**src/rtl/accum_pkg.sv**
```systemverilog
// accum_pkg: shared opcode/state encodings and defaults for the accumulator responder
package accum_pkg;
    localparam int WIDTH_DEF = 32;
    typedef enum logic [1:0] {OP_NONE = 2'b00, OP_READ = 2'b01, OP_WRITE = 2'b10, OP_RSVD = 2'b11} op_t;
    typedef enum logic [1:0] {IDLE = 2'b00, RESP = 2'b01, RELEASE = 2'b10} state_t;
endpackage

```
**src/rtl/accum_mem_responder_if.sv**
```systemverilog
// accum_mem_responder_if: operand bus between the granted processor and the responder
interface accum_mem_responder_if
    import accum_pkg::*;
#(
    parameter int WIDTH = WIDTH_DEF
);
    op_t              op;
    logic [WIDTH-1:0] wr_data;
    logic             ack;
    logic             nack;
    logic [WIDTH-1:0] rd_data;
    modport master (output op, wr_data, input ack, nack, rd_data);
    modport slave  (input op, wr_data, output ack, nack, rd_data);
endinterface

```
**src/rtl/accum_lifo.sv**
```systemverilog
// accum_lifo: operand stack storage; count doubles as the pointer and the full/empty discriminator
module accum_lifo #(
    parameter int WIDTH = 32,
    parameter int DEPTH = 16,
    parameter int CW    = $clog2(DEPTH) + 1
) (
    input  logic             clk,
    input  logic             reset,
    input  logic             push,
    input  logic             pop,
    input  logic [WIDTH-1:0] din,
    output logic [WIDTH-1:0] dout,
    output logic [WIDTH-1:0] bottom,
    output logic [CW-1:0]    count,
    output logic             full,
    output logic             empty
);
    localparam int AW = CW - 1;
    logic [WIDTH-1:0] mem [DEPTH];
    logic [AW-1:0]    sp;
    logic             do_push, do_pop;
    assign sp      = count[AW-1:0];
    assign full    = count == CW'(DEPTH);
    assign empty   = count == '0;
    assign do_push = push && !full;
    assign do_pop  = pop && !empty && !push;
    assign dout    = mem[sp - 1'b1];
    assign bottom  = mem[0];
    // occupancy tracks accepted pushes and pops; push wins if both are ever asserted
    always_ff @(posedge clk or posedge reset)
        if (reset) count <= '0;
        else count <= do_push ? count + 1'b1 : do_pop ? count - 1'b1 : count;
    // storage is never reset; only slots below count are meaningful
    always_ff @(posedge clk)
        if (do_push) mem[sp] <= din;
endmodule

```
**src/rtl/accum_mem_responder.sv**
```systemverilog
// accum_mem_responder: bus target serving pops/pushes on the operand stack and flagging the final sum
module accum_mem_responder
    import accum_pkg::*;
#(
    parameter int WIDTH = WIDTH_DEF,
    parameter int DEPTH = 16,
    parameter int CW    = $clog2(DEPTH) + 1
) (
    input  logic                  clk,
    input  logic                  reset,
    accum_mem_responder_if.slave  bus,
    input  logic                  load_valid,
    input  logic [WIDTH-1:0]      load_data,
    input  logic                  load_last,
    output logic [CW-1:0]         count,
    output logic [WIDTH-1:0]      result,
    output logic                  result_valid,
    output logic                  overflow
);
    state_t           state, next;
    logic [CW-1:0]    inflight;
    logic             load_done;
    logic             is_rd, is_wr, serve, do_pop, do_push, full, empty;
    logic [WIDTH-1:0] top, bottom;
    assign is_rd   = bus.op == OP_READ;
    assign is_wr   = bus.op == OP_WRITE;
    assign serve   = state == IDLE && !load_valid && (is_rd || is_wr);
    assign do_pop  = serve && is_rd && !empty;
    assign do_push = serve && is_wr && !full;
    accum_lifo #(.WIDTH(WIDTH), .DEPTH(DEPTH), .CW(CW)) u_lifo (
        .clk    (clk),
        .reset  (reset),
        .push   ((load_valid && !full) || do_push),
        .pop    (do_pop),
        .din    (load_valid ? load_data : bus.wr_data),
        .dout   (top),
        .bottom (bottom),
        .count  (count),
        .full   (full),
        .empty  (empty)
    );
    // a held opcode parks the FSM in RELEASE so it is serviced only once
    always_comb begin
        next = state;
        next = state == IDLE ? (serve ? RESP : IDLE) : state == RESP ? RELEASE : (is_rd || is_wr) ? RELEASE : IDLE;
    end
    // state register plus the registered handshake, in-flight and sticky flags
    always_ff @(posedge clk or posedge reset)
        if (reset) begin
            state       <= IDLE;
            bus.ack     <= 1'b0;
            bus.nack    <= 1'b0;
            bus.rd_data <= '0;
            inflight    <= '0;
            overflow    <= 1'b0;
            load_done   <= 1'b0;
        end else begin
            state       <= next;
            bus.ack     <= do_pop || do_push;
            bus.nack    <= serve && !(do_pop || do_push);
            bus.rd_data <= do_pop ? top : (serve && is_rd) ? '0 : bus.rd_data;
            inflight    <= do_pop ? inflight + 1'b1 : do_push ? (inflight >= CW'(2) ? inflight - CW'(2) : '0) : inflight;
            overflow    <= overflow || (load_valid && full) || (serve && is_wr && full);
            load_done   <= load_done || (load_valid && load_last);
        end
    assign result_valid = load_done && count == CW'(1) && inflight == '0 && state == IDLE;
    assign result       = result_valid ? bottom : '0;
endmodule

```
**src/flat_wrapper.sv**
```systemverilog
// flat-port wrapper written by rule: the top's interface ports become plain ports
module accum_mem_responder_flat import accum_pkg::*;
#(
    parameter int WIDTH = WIDTH_DEF,
    parameter int DEPTH = 16,
    parameter int CW    = $clog2(DEPTH) + 1
)
  (clk, reset, load_valid, load_data, load_last, count, result, result_valid, overflow, bus_op, bus_wr_data, bus_ack, bus_nack, bus_rd_data);
  accum_mem_responder_if #(.WIDTH(WIDTH)) bus_i ();
  input  logic clk;
  input  logic reset;
  input  logic load_valid;
  input  logic [WIDTH-1:0] load_data;
  input  logic load_last;
  output logic [CW-1:0] count;
  output logic [WIDTH-1:0] result;
  output logic result_valid;
  output logic overflow;
  input wire logic [$bits(bus_i.op)-1:0] bus_op;
  input wire logic [$bits(bus_i.wr_data)-1:0] bus_wr_data;
  output wire logic [$bits(bus_i.ack)-1:0] bus_ack;
  output wire logic [$bits(bus_i.nack)-1:0] bus_nack;
  output wire logic [$bits(bus_i.rd_data)-1:0] bus_rd_data;
  assign bus_i.op = bus_op;
  assign bus_i.wr_data = bus_wr_data;
  assign bus_ack = bus_i.ack;
  assign bus_nack = bus_i.nack;
  assign bus_rd_data = bus_i.rd_data;
  accum_mem_responder #(.WIDTH(WIDTH), .DEPTH(DEPTH), .CW(CW)) u_core (.clk(clk), .reset(reset), .bus(bus_i), .load_valid(load_valid), .load_data(load_data), .load_last(load_last), .count(count), .result(result), .result_valid(result_valid), .overflow(overflow));
endmodule
```
**config.mk**
```make
export PLATFORM = sky130hd
export DESIGN_NAME = accum_mem_responder_flat
export DESIGN_NICKNAME = d
export VERILOG_FILES = /design/src/rtl/accum_pkg.sv /design/src/rtl/accum_mem_responder_if.sv /design/src/rtl/accum_lifo.sv /design/src/rtl/accum_mem_responder.sv /design/src/flat_wrapper.sv
export SDC_FILE = /design/constraint.sdc
export NUM_CORES = 1
export LEC_CHECK = 0
export CAP_MARGIN = 40
export CORE_UTILIZATION = 49
export CTS_BUF_LIST = sky130_fd_sc_hd__clkbuf_8 sky130_fd_sc_hd__clkbuf_16
export CTS_CLUSTER_SIZE = 20
export DETAILED_ROUTE_END_ITERATION = 8
export PLACE_DENSITY = 0.72
export SETUP_SLACK_MARGIN = 0.3
export SYNTH_ARGS = -nofsm -noshare
export SYNTH_HDL_FRONTEND = slang
export SYNTH_SLANG_ARGS = --single-unit
```
**constraint.sdc**
```tcl
create_clock -name clk -period 4 [get_ports clk]
set_input_delay 1.2 -clock clk [delete_from_list [all_inputs] [get_ports clk]]
set_output_delay 1.2 -clock clk [all_outputs]
set_load 0.005 [all_outputs]
```
# ---- Word-level counts from Yosys, hierarchy flattened
# Memories as Yosys holds them, arrays and structs flattened.
# Cells that the tools add are included.
dict set report totals {
  register_bits 48
  mem_bits_rw 512
  input_bits 70
  output_inout_bits 73
  word_cells 69
  n_memories 1
}
# memory words width read_ports rd_clocked_by_memory_dff wr line_no
set mem_list {}
lappend mem_list {u_core.u_lifo.mem 16 32 2 0 1 accum_lifo.sv:19} ;# logic [WIDTH-1:0] mem [DEPTH];
dict set report classes {
  addsub 5
  magnitude_cmp 1
  n_eq_ne 5
  mux 15
  n_reduce_logical 34
}
# cell n
set op_table {}
lappend op_table {{two-way mux 32 bit} 4}
lappend op_table {{two-way mux 5 bit} 5}
lappend op_table {{logical AND 1 bit} 17}
lappend op_table {{adder 5 x 1 -> 5 bit, second input constant} 2}
lappend op_table {{logical NOT 5 bit} 2}
lappend op_table {{logical OR 1 bit} 6}
lappend op_table {{two-way mux 2 bit} 3}
lappend op_table {{nonzero test 2 bit} 3}
lappend op_table {{== test 5 x 1 -> 1 bit, second input constant} 1}
lappend op_table {{== test 5 bit, second input constant} 1}
lappend op_table {{>= comparator 5 x 2 -> 1 bit, second input constant} 1}
lappend op_table {{logical NOT 1 bit} 5}
lappend op_table {{subtractor 5 x 1 -> 5 bit, second input constant} 1}
lappend op_table {{subtractor 5 x 2 -> 5 bit, second input constant} 1}
lappend op_table {{== test 2 x 1 -> 1 bit, second input constant} 2}
lappend op_table {{subtractor 4 x 1 -> 4 bit, second input constant} 1}
lappend op_table {{two-way mux 1 bit} 3}
lappend op_table {{== test 2 bit, second input constant} 1}
lappend op_table {{logical NOT 2 bit} 1}

# ---- Logic depth before layout (Yosys ltp)
dict set report logic_depth {
  depth_word 10
  mapped_depth 13
  mapped_depth_nobuf 6
}

# ---- Hierarchy
# A second synthesis with hierarchy kept.
dict set report hier_totals {
  cells_unflattened 1172
  hier_area_um2 22743.1
}
# module n_inst cells_per_inst area_each_um2 seq_area_each_um2
set by_module_without_submodules {}
lappend by_module_without_submodules {accum_lifo 1 892 20080.5 15499.9}
lappend by_module_without_submodules {accum_mem_responder 1 280 2662.6 1076.0}

# ---- Worst setup path after synthesis
# OpenSTA, ideal clock, no wires.
dict set report synth_timing {
  path_kind {in2reg}
  start {input bus_op[0]}
  end {memory u_core.u_lifo.mem[10][0], enable pin}
  setup_ns 0.421
  arrival_time_ns 3.770
  required_time_ns 3.579
  slack_ns -0.191
  path_stages 6
  path_buffers 0
  cell_sequence {inv_1 ha_1 nor4b_2 nor2_1 or3b_1 nor2_1}
}
dict set report synth_via {
  elab_chain_len 9
  word_cells_on_any_way 10
  cone_classes {eq/ne: 2; mux: 2; reduce/logical: 6}
}
# element line_no
set synth_rtl {}
lappend synth_rtl {{start: declaration} flat_wrapper.sv:19} ;# input wire logic [$bits(bus_i.op)-1:0] bus_op;
lappend synth_rtl {{== test 2 x 1 -> 1 bit or == test 2 bit (tied branches)} {accum_mem_responder.sv:25, accum_mem_responder.sv:26}}
lappend synth_rtl {{logical OR 1 bit} accum_mem_responder.sv:27} ;# assign serve = state == IDLE && !load_valid && (is_rd || is_wr);
lappend synth_rtl {{logical AND 1 bit} accum_mem_responder.sv:27}
lappend synth_rtl {{logical AND 1 bit (*) (2 in a row)} accum_mem_responder.sv:29} ;# assign do_push = serve && is_wr && !full;
lappend synth_rtl {{logical OR 1 bit (*)} accum_mem_responder.sv:33} ;# .push ((load_valid && !full) || do_push),
lappend synth_rtl {{logical AND 1 bit (*)} accum_lifo.sv:25} ;# assign do_push = push && !full;
lappend synth_rtl {{two-way mux 1 bit (*)} accum_lifo.sv:35} ;# if (do_push) mem[sp] <= din;
lappend synth_rtl {{two-way mux 1 bit (implied by the code) (*)} accum_lifo.sv:35}
lappend synth_rtl {{end: declaration} accum_lifo.sv:19}
# Every way passes the cells marked *; elsewhere a longest branch is shown, timed or not.

# ---- Final worst setup path
dict set report layout_timing {
  start {register u_core.inflight[1]}
  end {output result[31]}
}
dict set report layout_via {
  elab_chain_len 4
}
# element line_no
set layout_rtl {}
lappend layout_rtl {{start: declaration} accum_mem_responder.sv:21} ;# logic [CW-1:0] inflight;
lappend layout_rtl {{start signal: assignment} accum_mem_responder.sv:62} ;# inflight <= do_pop ? inflight + 1'b1 : do_push ? (inflight >= CW'(2) ? inflight - CW'(2) : '0) : inflight;
lappend layout_rtl {{logical NOT 5 bit} accum_mem_responder.sv:66} ;# assign result_valid = load_done && count == CW'(1) && inflight == '0 && state == IDLE;
lappend layout_rtl {{logical AND 1 bit (2 in a row)} accum_mem_responder.sv:66}
lappend layout_rtl {{two-way mux 32 bit} accum_mem_responder.sv:67} ;# assign result = result_valid ? bottom : '0;
lappend layout_rtl {{end: declaration} flat_wrapper.sv:16} ;# output logic [WIDTH-1:0] result;
# Every way passes these cells.

==> results.md <==
- WP depth: 8
- Main synth FF type: edfxtp_1
- Mean Syn Cell Area: 20.88 sq um
- Clk pin slew, worst setup/hold paths: 0.06 ns
- Area after DPL: 24940 sq um
- CP Cell Sequence: inv_2 > ha_1 > nand2_2 > nor3_4 > buf_6 > buf_12 > and2_1 > clkdlybuf4s50_1
- CTS tree: built
- Worst path required time: 2.80 ns
- 1st-pass router iterations: 5
- RSZ-0062 raised after global routing: true
- Number of flops mapped to enable cells by yosys: 512
- Vias in the first global route: 12070
- Most frequent cells in the layout: edfxtp_1, mux4_2, clkdlybuf4s50_1
- Critical-path maximum fanout: 11
- Die Y: 214.3 um
- Core area: 44320 sq um
- Maximum vdd drop: 574.3 uV
- Initial Util: 49.84%
- GRT overflow: 0
- Routed Antenna Nets: 0
- PD cells: 732.4 nW/um^2
- Top cells by area, synth: edfxtp_1, mux4_2, dfrtp_1, mux2_2, a22oi_1
- Cell taking the most area after synthesis: edfxtp_1
- WL final: 52.87 mm
- Total die area: 45930 sq um
- Layout cells sized above 1: 29.85%
- WP buf/inv: 4
- First-pass GRT wire length: 79.00 mm
- # rows: 77
- Grt met2 use: 36.16%
- Arr. time, crit path: 2.50 ns
- Routed wire per std cell: 27.48 um
- Register area share after synthesis: 75.05%
- Fillers: 3049
- Final net count: 1367
- Final Slew Violations: 0
- Post-route cell area: 27070 sq um
- Pleak: 0.009210 uW
- Htree depth: 2
- Hold-fix buffer count after cts: 0
- Slowest CP cell: clkdlybuf4s50_1
- Met3 Use GR: 5.404%
- Synth Register Bits: 560
- CP Capture Type: output pin
- Hpwl dp: 30.35 mm
- Buffers on Ports: 142
- Hold Crit Depth: 1
- Status: finished clean
- Max-slew headroom: 41.66%
- F_max: 270.2 MHz
- Vias: 11700
- Hold Violations, Final: 0
- CTS Buf Count: 54
- Worst Setup Path Type: reg -> out
- Netlist Area Pre-Place: 22090 sq um
- Root buf cell: clkbuf_16
- Slowest stage delay, CP: 0.53 ns
- Synth Warn #: 0
- GR Util All Layers: 23.65%
- Post-DR vias/cell: 6.083
- Measured slew at the worst slew-check pin: 0.8750 ns
- Post-layout min period: 3.702 ns
- Final Setup Violations: 0
- Area of the multi-input gates: 5340 sq um
- FF+latch area: 16580 sq um
- GPL Wtd Cong: 0.8264
- Syn_nets: 1140
- Commonest non-fill, non-tap cell in the layout: edfxtp_1
- Hold crit path type: reg -> reg
- Die Width: 214.3 um
- Clk Latency, worst-skew pair: 0.60 ns
- Final Util: 61.07%
- DR iter-0 viols: 1557
- Top delay family on crit path: buffers and inverters
- Async SR Flop Fraction: 8.571%
- GRT busiest layer: met2
- Clock Tree Buf Depth: 3
- Synth Instances: 1058
- Synth cell types: 50
- Final Cycle Share: 92.54%
- Critical path launch point type: register
- Pin count of the biggest net entering global routing: 102
- Clock sink count: 560
- Drt drc: 0
- Initial antenna violation count: 1
- Area grow syn2layout: 22.55%
- Worst Clk Skew: 0.01632 ns
- Max-cap violations: 0
- Worst r2r path cells: 8
- Top Ports: 143
- Top-area cell type share of the netlist area: 69.61%
- Grt met1 use: 34.20%
area by class of cell:
class / count / share of cell area [%]
clock inverter: 40 / 1.036
clock buffer: 61 / 5.390
antenna: 2 / 0.01849
multi-input combinational: 423 / 19.73
tap: 592 / 2.737
sequential: 560 / 61.28
timing repair buffer: 230 / 9.592
inverter: 16 / 0.2219
timing repair:
action,CTS,global route
endpoints found under the hold margin,0,0
setup buffers,16,10
gates resized for setup,25,16
cloned,3,0
setup endpoints to repair,33,27
pin swaps,2,0
final timing paths:
| kind | endpoint | slack (ns) | from |
|---|---|---|---|
| worst max register to register | u_core.bus.rd_data[9] | 1.26 | u_core.u_lifo.count[0] |
| min in group asynchronous | u_core.inflight[4] | 1.09 | reset |
| max in group asynchronous | u_core.inflight[1] | 2.28 | reset |
| worst min register to register | u_core.load_done | 0.46 | u_core.load_done |
| worst max-delay path | result[31] | 0.30 | u_core.inflight[1] |
| worst min-delay path | u_core.load_done | 0.46 | u_core.load_done |
stage by stage:
step	hold WS (ns)	cells	total power, uW	TNS, ns	setup slack [ns]
floorplan	0.4202	1058	12150	-24.41	-0.1907
global placement	0.4556	1791	14650	0	0.1459
detailed placement	0.4562	1792	14800	0	0.1035
CTS	0.4735	1912	19900	0	0.2902
global route	0.4864	1924	20630	0	0.2041
finish	0.4629	1924	19820	0	0.2984
layer usage:
metal | vias to the layer above | routed length (um)
li1 | 4856 | -
met1 | 6153 | 21810
met2 | 624 | 25060
met3 | 71 | 4943
met4 | 0 | 1061
met5 | - | 0
cells by family (layout without fill, tap and decap cells):
logic type	Yosys count	after routing	share of synthesized area, %
DFF	560	560	75.05
muxes	194	194	16.46
AOI/OAI and AO/OA	120	120	3.501
and+or+nand+nor	91	91	2.532
buffers and inverters	75	347	1.541
adders and majority gates	12	12	0.6798
xor gates and xnor gates	6	6	0.2379
other	0	2	0
sequential cells by signal, summed over array words and instances, names as in the netlist:
signal,flops
u_core.overflow,1
u_core.load_done,1
u_core.u_lifo.mem,512
u_core.bus.nack,1
u_core.inflight,5
u_core.u_lifo.count,5
u_core.bus.rd_data,32
u_core.state,2
u_core.bus.ack,1
Yosys cell counts, types with 2 or more instances:
cell type	n
a21oi_1	35
a31oi_1	2
buf_4	6
and2_1	38
xor2_1	2
xnor2_1	4
clkbuf_1	33
nor2_1	14
buf_2	17
a21o_1	2
dfrtp_1	48
nand2_1	5
nor3_1	7
ha_1	12
a32oi_1	3
a22oi_1	32
edfxtp_1	512
mux2_2	63
and3_1	4
mux4_2	129
o21ai_0	5
nand4_1	2
buf_6	2
o22ai_1	31
nand3_1	4
nor4b_2	3
inv_1	16
or4b_1	3
mux2i_1	2
nor2b_1	2
worst reg2reg max path, delay by kind of cell (launching register included):
| family | cells | cell delay (ns) |
|---|---|---|
| simple gates | 1 | 0.59 |
| xor+xnor | 1 | 0.21 |
| flops | 1 | 0.50 |
| compound gates | 2 | 0.34 |
| fa+ha+maj | 1 | 0.32 |
| buf+inv | 3 | 0.70 |
power by group:
part           internal (uW)  switching [uW]
sequential              7250             319
combinational           3550            3770
clock                   2850            2090
total                  13600            6180
(Power assumes the default switching activity.)
